--- src/rtl/serial_magnitude_comparator.sv ---
// rtl/serial_magnitude_comparator.sv - MSB-first serial magnitude comparator over per-bit lt/eq/gt beats
module serial_magnitude_comparator #(
   parameter int WIDTH = 8
) (
   input  logic clk,
   input  logic rst_n,
   input  logic start,
   input  logic in_valid,
   output logic in_ready,
   input  logic bit_lt,
   input  logic bit_eq,
   input  logic bit_gt,
   output logic res_valid,
   input  logic res_ready,
   output logic less_than,
   output logic equal_to,
   output logic greater_than,
   output logic busy,
   output logic flag_err
);

   localparam int CW = $clog2(WIDTH + 1);

   typedef enum logic [1:0] {S_IDLE, S_ACCUM, S_DONE} state_t;
   typedef enum logic [1:0] {DEC_UND, DEC_LT, DEC_GT} dec_t;

   state_t         state;
   dec_t           decision;
   dec_t           decision_nxt;
   logic [CW-1:0]  count;
   logic           beat_ok;
   logic           beat_fire;

   assign beat_ok   = ({bit_lt, bit_eq, bit_gt} == 3'b100) ||
                      ({bit_lt, bit_eq, bit_gt} == 3'b010) ||
                      ({bit_lt, bit_eq, bit_gt} == 3'b001);
   assign beat_fire = (state == S_ACCUM) && in_valid && in_ready;

   // The first non-equal legal beat (MSB first) decides; illegal beats count as equal.
   always_comb begin
      decision_nxt = decision;
      if (decision == DEC_UND && beat_ok) begin
         if (bit_gt)
            decision_nxt = DEC_GT;
         else if (bit_lt)
            decision_nxt = DEC_LT;
      end
   end

   always_ff @(posedge clk or negedge rst_n) begin
      if (!rst_n) begin
         state        <= S_IDLE;
         decision     <= DEC_UND;
         count        <= '0;
         in_ready     <= 1'b0;
         res_valid    <= 1'b0;
         less_than    <= 1'b0;
         equal_to     <= 1'b0;
         greater_than <= 1'b0;
         busy         <= 1'b0;
         flag_err     <= 1'b0;
      end else begin
         case (state)
            S_IDLE: begin
               if (start) begin
                  state    <= S_ACCUM;
                  count    <= CW'(WIDTH);
                  decision <= DEC_UND;
                  flag_err <= 1'b0;
                  in_ready <= 1'b1;
                  busy     <= 1'b1;
               end
            end
            S_ACCUM: begin
               if (beat_fire) begin
                  decision <= decision_nxt;
                  if (!beat_ok)
                     flag_err <= 1'b1;
                  if (count != '0)
                     count <= count - CW'(1);
                  if (count == CW'(1)) begin
                     state        <= S_DONE;
                     in_ready     <= 1'b0;
                     busy         <= 1'b0;
                     res_valid    <= 1'b1;
                     less_than    <= (decision_nxt == DEC_LT);
                     greater_than <= (decision_nxt == DEC_GT);
                     equal_to     <= (decision_nxt == DEC_UND);
                  end
               end
            end
            S_DONE: begin
               if (res_ready) begin
                  res_valid    <= 1'b0;
                  less_than    <= 1'b0;
                  equal_to     <= 1'b0;
                  greater_than <= 1'b0;
                  // A start coinciding with the result handshake skips IDLE entirely.
                  if (start) begin
                     state    <= S_ACCUM;
                     count    <= CW'(WIDTH);
                     decision <= DEC_UND;
                     flag_err <= 1'b0;
                     in_ready <= 1'b1;
                     busy     <= 1'b1;
                  end else begin
                     state <= S_IDLE;
                  end
               end
            end
            default: begin
               state    <= S_IDLE;
               in_ready <= 1'b0;
               busy     <= 1'b0;
            end
         endcase
      end
   end

endmodule

--- config.mk ---
export PLATFORM = sky130hd
export DESIGN_NAME = serial_magnitude_comparator
export DESIGN_NICKNAME = d
export VERILOG_FILES = /design/src/rtl/serial_magnitude_comparator.sv
export SDC_FILE = /design/constraint.sdc
export NUM_CORES = 1
export LEC_CHECK = 0
export ABC_AREA = 1
export BUFFER_PORTS_ARGS = -buffer_cell sky130_fd_sc_hd__buf_2
export CAP_MARGIN = 20
export CORE_MARGIN = 1.5
export CORE_UTILIZATION = 25
export DETAILED_ROUTE_END_ITERATION = 16
export GPL_ROUTABILITY_DRIVEN = 0
export SYNTH_ARGS = -nofsm -noshare
export SYNTH_HDL_FRONTEND = slang
export SYNTH_SLANG_ARGS = --single-unit
--- constraint.sdc ---
create_clock -name clk -period 1.57 [get_ports clk]
set_input_delay 0.2355 -clock clk [delete_from_list [all_inputs] [get_ports clk]]
set_output_delay 0.2355 -clock clk [all_outputs]
set_load 0.005 [all_outputs]
After elaboration in Yosys (flattened, before gate mapping). Index checks and enable logic that the tools add are counted.

Bits of input ports: 8. Bits in registers: 15. Output and inout bits: 7. Word-level logic and storage cells: 86.

Reduce and logical (&&, ||, !) cells: 17. $add $sub $neg: 1. Equality and inequality tests: 14. Mux-type cells: 44.

Operators with widths (count): 1-bit 2-to-1 mux (20); 2-bit 2-to-1 mux (10); 4-bit 2-to-1 mux (4); 4-bit AND reduction (4); 2-bit case mux with 3 select lines (2); 4-bit case mux with 3 select lines (1); 1-bit case mux with 3 select lines (3); 2-bit != test (second input constant) (4); 1-bit case mux with 2 select lines (4); 2-bit zero test (3); 3-bit AND reduction (2); 2-bit by 1-bit == test with 1-bit output (second input constant) (2); 2-bit == test (second input constant) (2); 4-bit by 1-bit == test with 1-bit output (second input constant) (1); 2-bit by 1-bit != test with 1-bit output (second input constant) (2); 4-bit nonzero test (1); 4-bit by 1-bit subtractor with 4-bit output (second input constant) (1); 3-bit by 1-bit == test with 1-bit output (second input constant) (1); 3-bit by 2-bit == test with 1-bit output (second input constant) (1); 3-bit == test (second input constant) (1); 1-bit logical AND (3); 3-bit nonzero test (1); 1-bit logical OR (2); 2-bit nonzero test (1).

Logic depth before layout (Yosys ltp).
Depth in word-level cells: 9. Mapped depth: 9. Gate-level depth less buffers: 9.

Least setup slack after synthesis. No wires, ideal clock.

Path kind: reg2reg. Start: register count[1]. End: register in_ready. Clock period less this slack: 1229 ps. Data arrival time: 1113 ps. Library setup time: 117 ps. Data required time: 1453 ps. Setup slack: 341 ps. Path buffers: 0. Cell stages (with the launch flop): 10. Cell sequence: dfrtp_1 -> inv_1 -> ha_1 -> nand2_1 -> inv_1 -> nor2_1 -> nor2_1 -> inv_1 -> nand2_1 -> nand2_1.

Longest elaborated chain between the ends: 3.

Ends and longest elaborated chain: from (decl) (RTL line 30) `logic [CW-1:0] count;`; from (signal assigned) (RTL line 67) `count <= CW'(WIDTH);`; from (signal assigned) (RTL line 80) `count <= count - CW'(1);`; from (signal assigned) (RTL line 101) `count <= CW'(WIDTH);`; 4-bit by 1-bit == test with 1-bit output (RTL line 81) `if (count == CW'(1)) begin`; 2-bit by 1-bit != test with 1-bit output (no source line); 3-bit AND reduction (no source line); to (signal assigned) (RTL line 83) `in_ready <= 1'b0;`; to (signal assigned) (RTL line 104) `in_ready <= 1'b1;`; to (signal assigned) (RTL line 113) `in_ready <= 1'b0;`; to (decl) (RTL line 9) `output logic in_ready,`.

No other way between the ends. A chain may end at the register's enable or synchronous reset.

Final worst setup path. Ends and elaborated chain as after synthesis.

==> results.json <==
{
  "timing.fmax_mhz": 709,
  "grt_use_total_pct": 9.93,
  "synth_xor_area_share_pct": 0.992,
  "hold_viol_final": 0,
  "synth.area.top_cells": "dfrtp_1, nand2_1, inv_1",
  "avgSynthCellArea_um2": 7.24,
  "synthFlopType": "dfrtp_1",
  "detail-route-antenna-nets": 0,
  "worstPathRequired_ps": 1750,
  "r2r_end": "in_ready",
  "wire_per_inst_um": 9.56,
  "synthesis.area_um2": 883,
  "crit_type": "register to register",
  "cts_resized": 0,
  "dr.pass1.iters": 4,
  "synth_cell_types": 18,
  "synthAdderAreaFrac_pct": 4.25,
  "drive_above_1_share_pct": 21.3,
  "area_growth_pct": 18.7,
  "clock-skew-final_ps": 8.89,
  "grt_max_degree": 16,
  "synth_compound_area_share_pct": 3.40,
  "yosysWarnings": 0,
  "io_buffer_count": 14,
  "cts.sinks": 15,
  "pre_cts_ws_ps": 159,
  "timing.slew.headroom_pct": 76.2,
  "min_from": "res_ready",
  "synth_top_family_by_area": "simple AND/OR/NAND/NOR gates",
  "netlist.top_cell.by_area": "dfrtp_1",
  "pwr-share-seq_pct": 40.9,
  "final_max_slew_viol_count": 0,
  "synth_commonest_cells": "nand2_1, inv_1, dfrtp_1",
  "cts_buffers": 3,
  "synth_most_common_cell": "nand2_1",
  "grt_pass1_vias": 696,
  "rr_startpoint": "count[1]",
  "p_clk_share_pct": 14.1,
  "die_w_um": 62.4,
  "dp_hpwl_um": 1420,
  "p_comb_share_pct": 45.0,
  "cts_tree": "done",
  "end_kind": "register",
  "die_area_mm2": 0.00390,
  "swShare_pct": 42.1,
  "fin_ws_ps": 159,
  "syn_nets": 133,
  "antenna_found_initial": 0,
  "muxShareOfSynthArea_pct": 0,
  "diodes": 0,
  "internal_power_mw": 0.918,
  "synth-seq-cells": 15,
  "p_leak_nw": 0.598,
  "viasPerCell": 4.05,
  "rrSetupSlack_ps": 160,
  "start_util_pct": 26.3,
  "power.density_mw_per_mm2": 1510,
  "start_kind": "register",
  "fp-row-count": 21,
  "holdPathStages": 4,
  "drtIter0Drc": 4,
  "finalCritPeriodShare_pct": 89.9,
  "ios": 15,
  "cts_root_buf": "clkbuf_4",
  "drv_cap": 0,
  "core_mm2": 0.00336,
  "seq_area_frac_synth_pct": 42.5,
  "path_clk_slew_ps": 100,
  "p_sw_mw": 0.667,
  "clock_latency_ps": 280,
  "multiInputGateArea_um2": 429,
  "nNetsFinal": 153,
  "finalSetupViolations": 0,
  "drc": 0,
  "setup.worst_path.start": "count[1]",
  "ir_drop_uv": 732,
  "hold_path.class": "input port to register",
  "r2r_cells": 9,
  "synthSimpleGateAreaFrac_pct": 39.9,
  "yosysTopAreaCellShare_pct": 42.5,
  "outcome": "finished clean",
  "fillCellCount": 400,
  "fin_crit_ps": 1410,
  "cp_max_fo": 5,
  "die_y_um": 62.4,
  "vias": 758,
  "synth_cells": 122,
  "worstMarginPinSlew_ps": 357,
  "min_delay_worst_endpoint": "state[1]",
  "clk_path_buf_depth": 2,
  "final.setup.tns_ps": 0,
  "overflow": 0,
  "rsz0062_at_grt": "no",
  "wl_um": 1790,
  "async_reset_ff_share_pct": 100,
  "regArea_um2": 375,
  "cp.arrival_ps": 1590,
  "synth-edff-count": 0,
  "cts_max_level": 1,
  "grt_pass1_wl_um": 3130
}
-- power by group through the flow --
stage / registers, mW / clock network [mW] / logic (mW)
after global placement: 0.653 / 0 / 0.706
after CTS: 0.652 / 0.235 / 0.725
after detailed placement: 0.660 / 0 / 0.720
after floorplan: 0.645 / 0 / 0.518
after global routing: 0.671 / 0.249 / 0.839
final: 0.648 / 0.224 / 0.713
-- state kept, by name, summed over array words and instances (netlist names) --
name          count
busy              1
greater_than      1
res_valid         1
decision          2
less_than         1
state             2
flag_err          1
count             4
equal_to          1
in_ready          1
-- per-stage QoR --
stage	util, %	cells	hold WS (ps)	power (mW)	cell area [um^2]
6_report	31.2	187	260	1.58	1050
5_1_grt	31.2	187	255	1.76	1050
4_1_cts	31.2	187	258	1.61	1050
3_5_place_dp	30.1	182	170	1.38	1010
3_3_place_gp	30.1	182	167	1.36	1010
2_1_floorplan	-	122	-60.1	1.16	883
-- cells by family after synthesis --
group,Yosys count
buf+inv,21
simple gates,76
fa+ha+maj,3
xor+xnor,1
compound gates,6
flops,15
-- cell usage in the layout (no fill, tap or decap), drive strengths merged --
master,netlist,layout
nor2,16,16
o21ai,5,5
buf,0,14
inv,21,21
ha,3,3
a21oi,1,1
nand2,48,48
clkbuf,0,3
nand3,7,7
dfrtp,15,15
nand4,4,4
xnor2,1,1
dlygate4sd3,0,1
clkinv,0,1
nand3b,1,1
-- worst max path at each step --
stage          endpoint  slack (ps)  depth (start not counted)
5_1_grt            busy           2                          9
3_5_place_dp       busy         160                          9
2_1_floorplan  in_ready         340                          9
6_report       in_ready         160                          9
3_3_place_gp   in_ready         160                          9
4_1_cts            busy         140                          9
-- routing by layer --
layer | wire, um | track usage (%) | vias up
li1 | - | - | 409
met1 | 873 | 13.6 | 342
met2 | 868 | 15.9 | 7
met3 | 45 | 2.34 | 0
met4 | 0 | 2.50 | 0
met5 | 0 | 0 | -
-- critical path, stage by stage (launching register included) --
cell,delay [ps]
dfrtp_1,390
inv_1,140
ha_1,170
nand2_1,60
inv_1,110
nor2_1,60
nor2_1,200
inv_1,80
nand2_1,60
nand2_1,40
-- repair_timing --
item	4_1_cts	5_1_grt
endpoints found under the setup margin	0	0
hold buffers	1	0
endpoints found under the hold margin	15	0
setup buffers	0	0
-- cell type report --
| class | instances | area share, % |
|---|---|---|
| multi-input cells | 86 | 40.9 |
| inverters | 21 | 7.52 |
| clock inverters | 1 | 0.477 |
| repair buffers | 15 | 7.64 |
| clock buffers | 3 | 2.15 |
| flip-flops and latches | 15 | 35.8 |
| well taps | 46 | 5.49 |
Power figures use the tool's default switching activity.
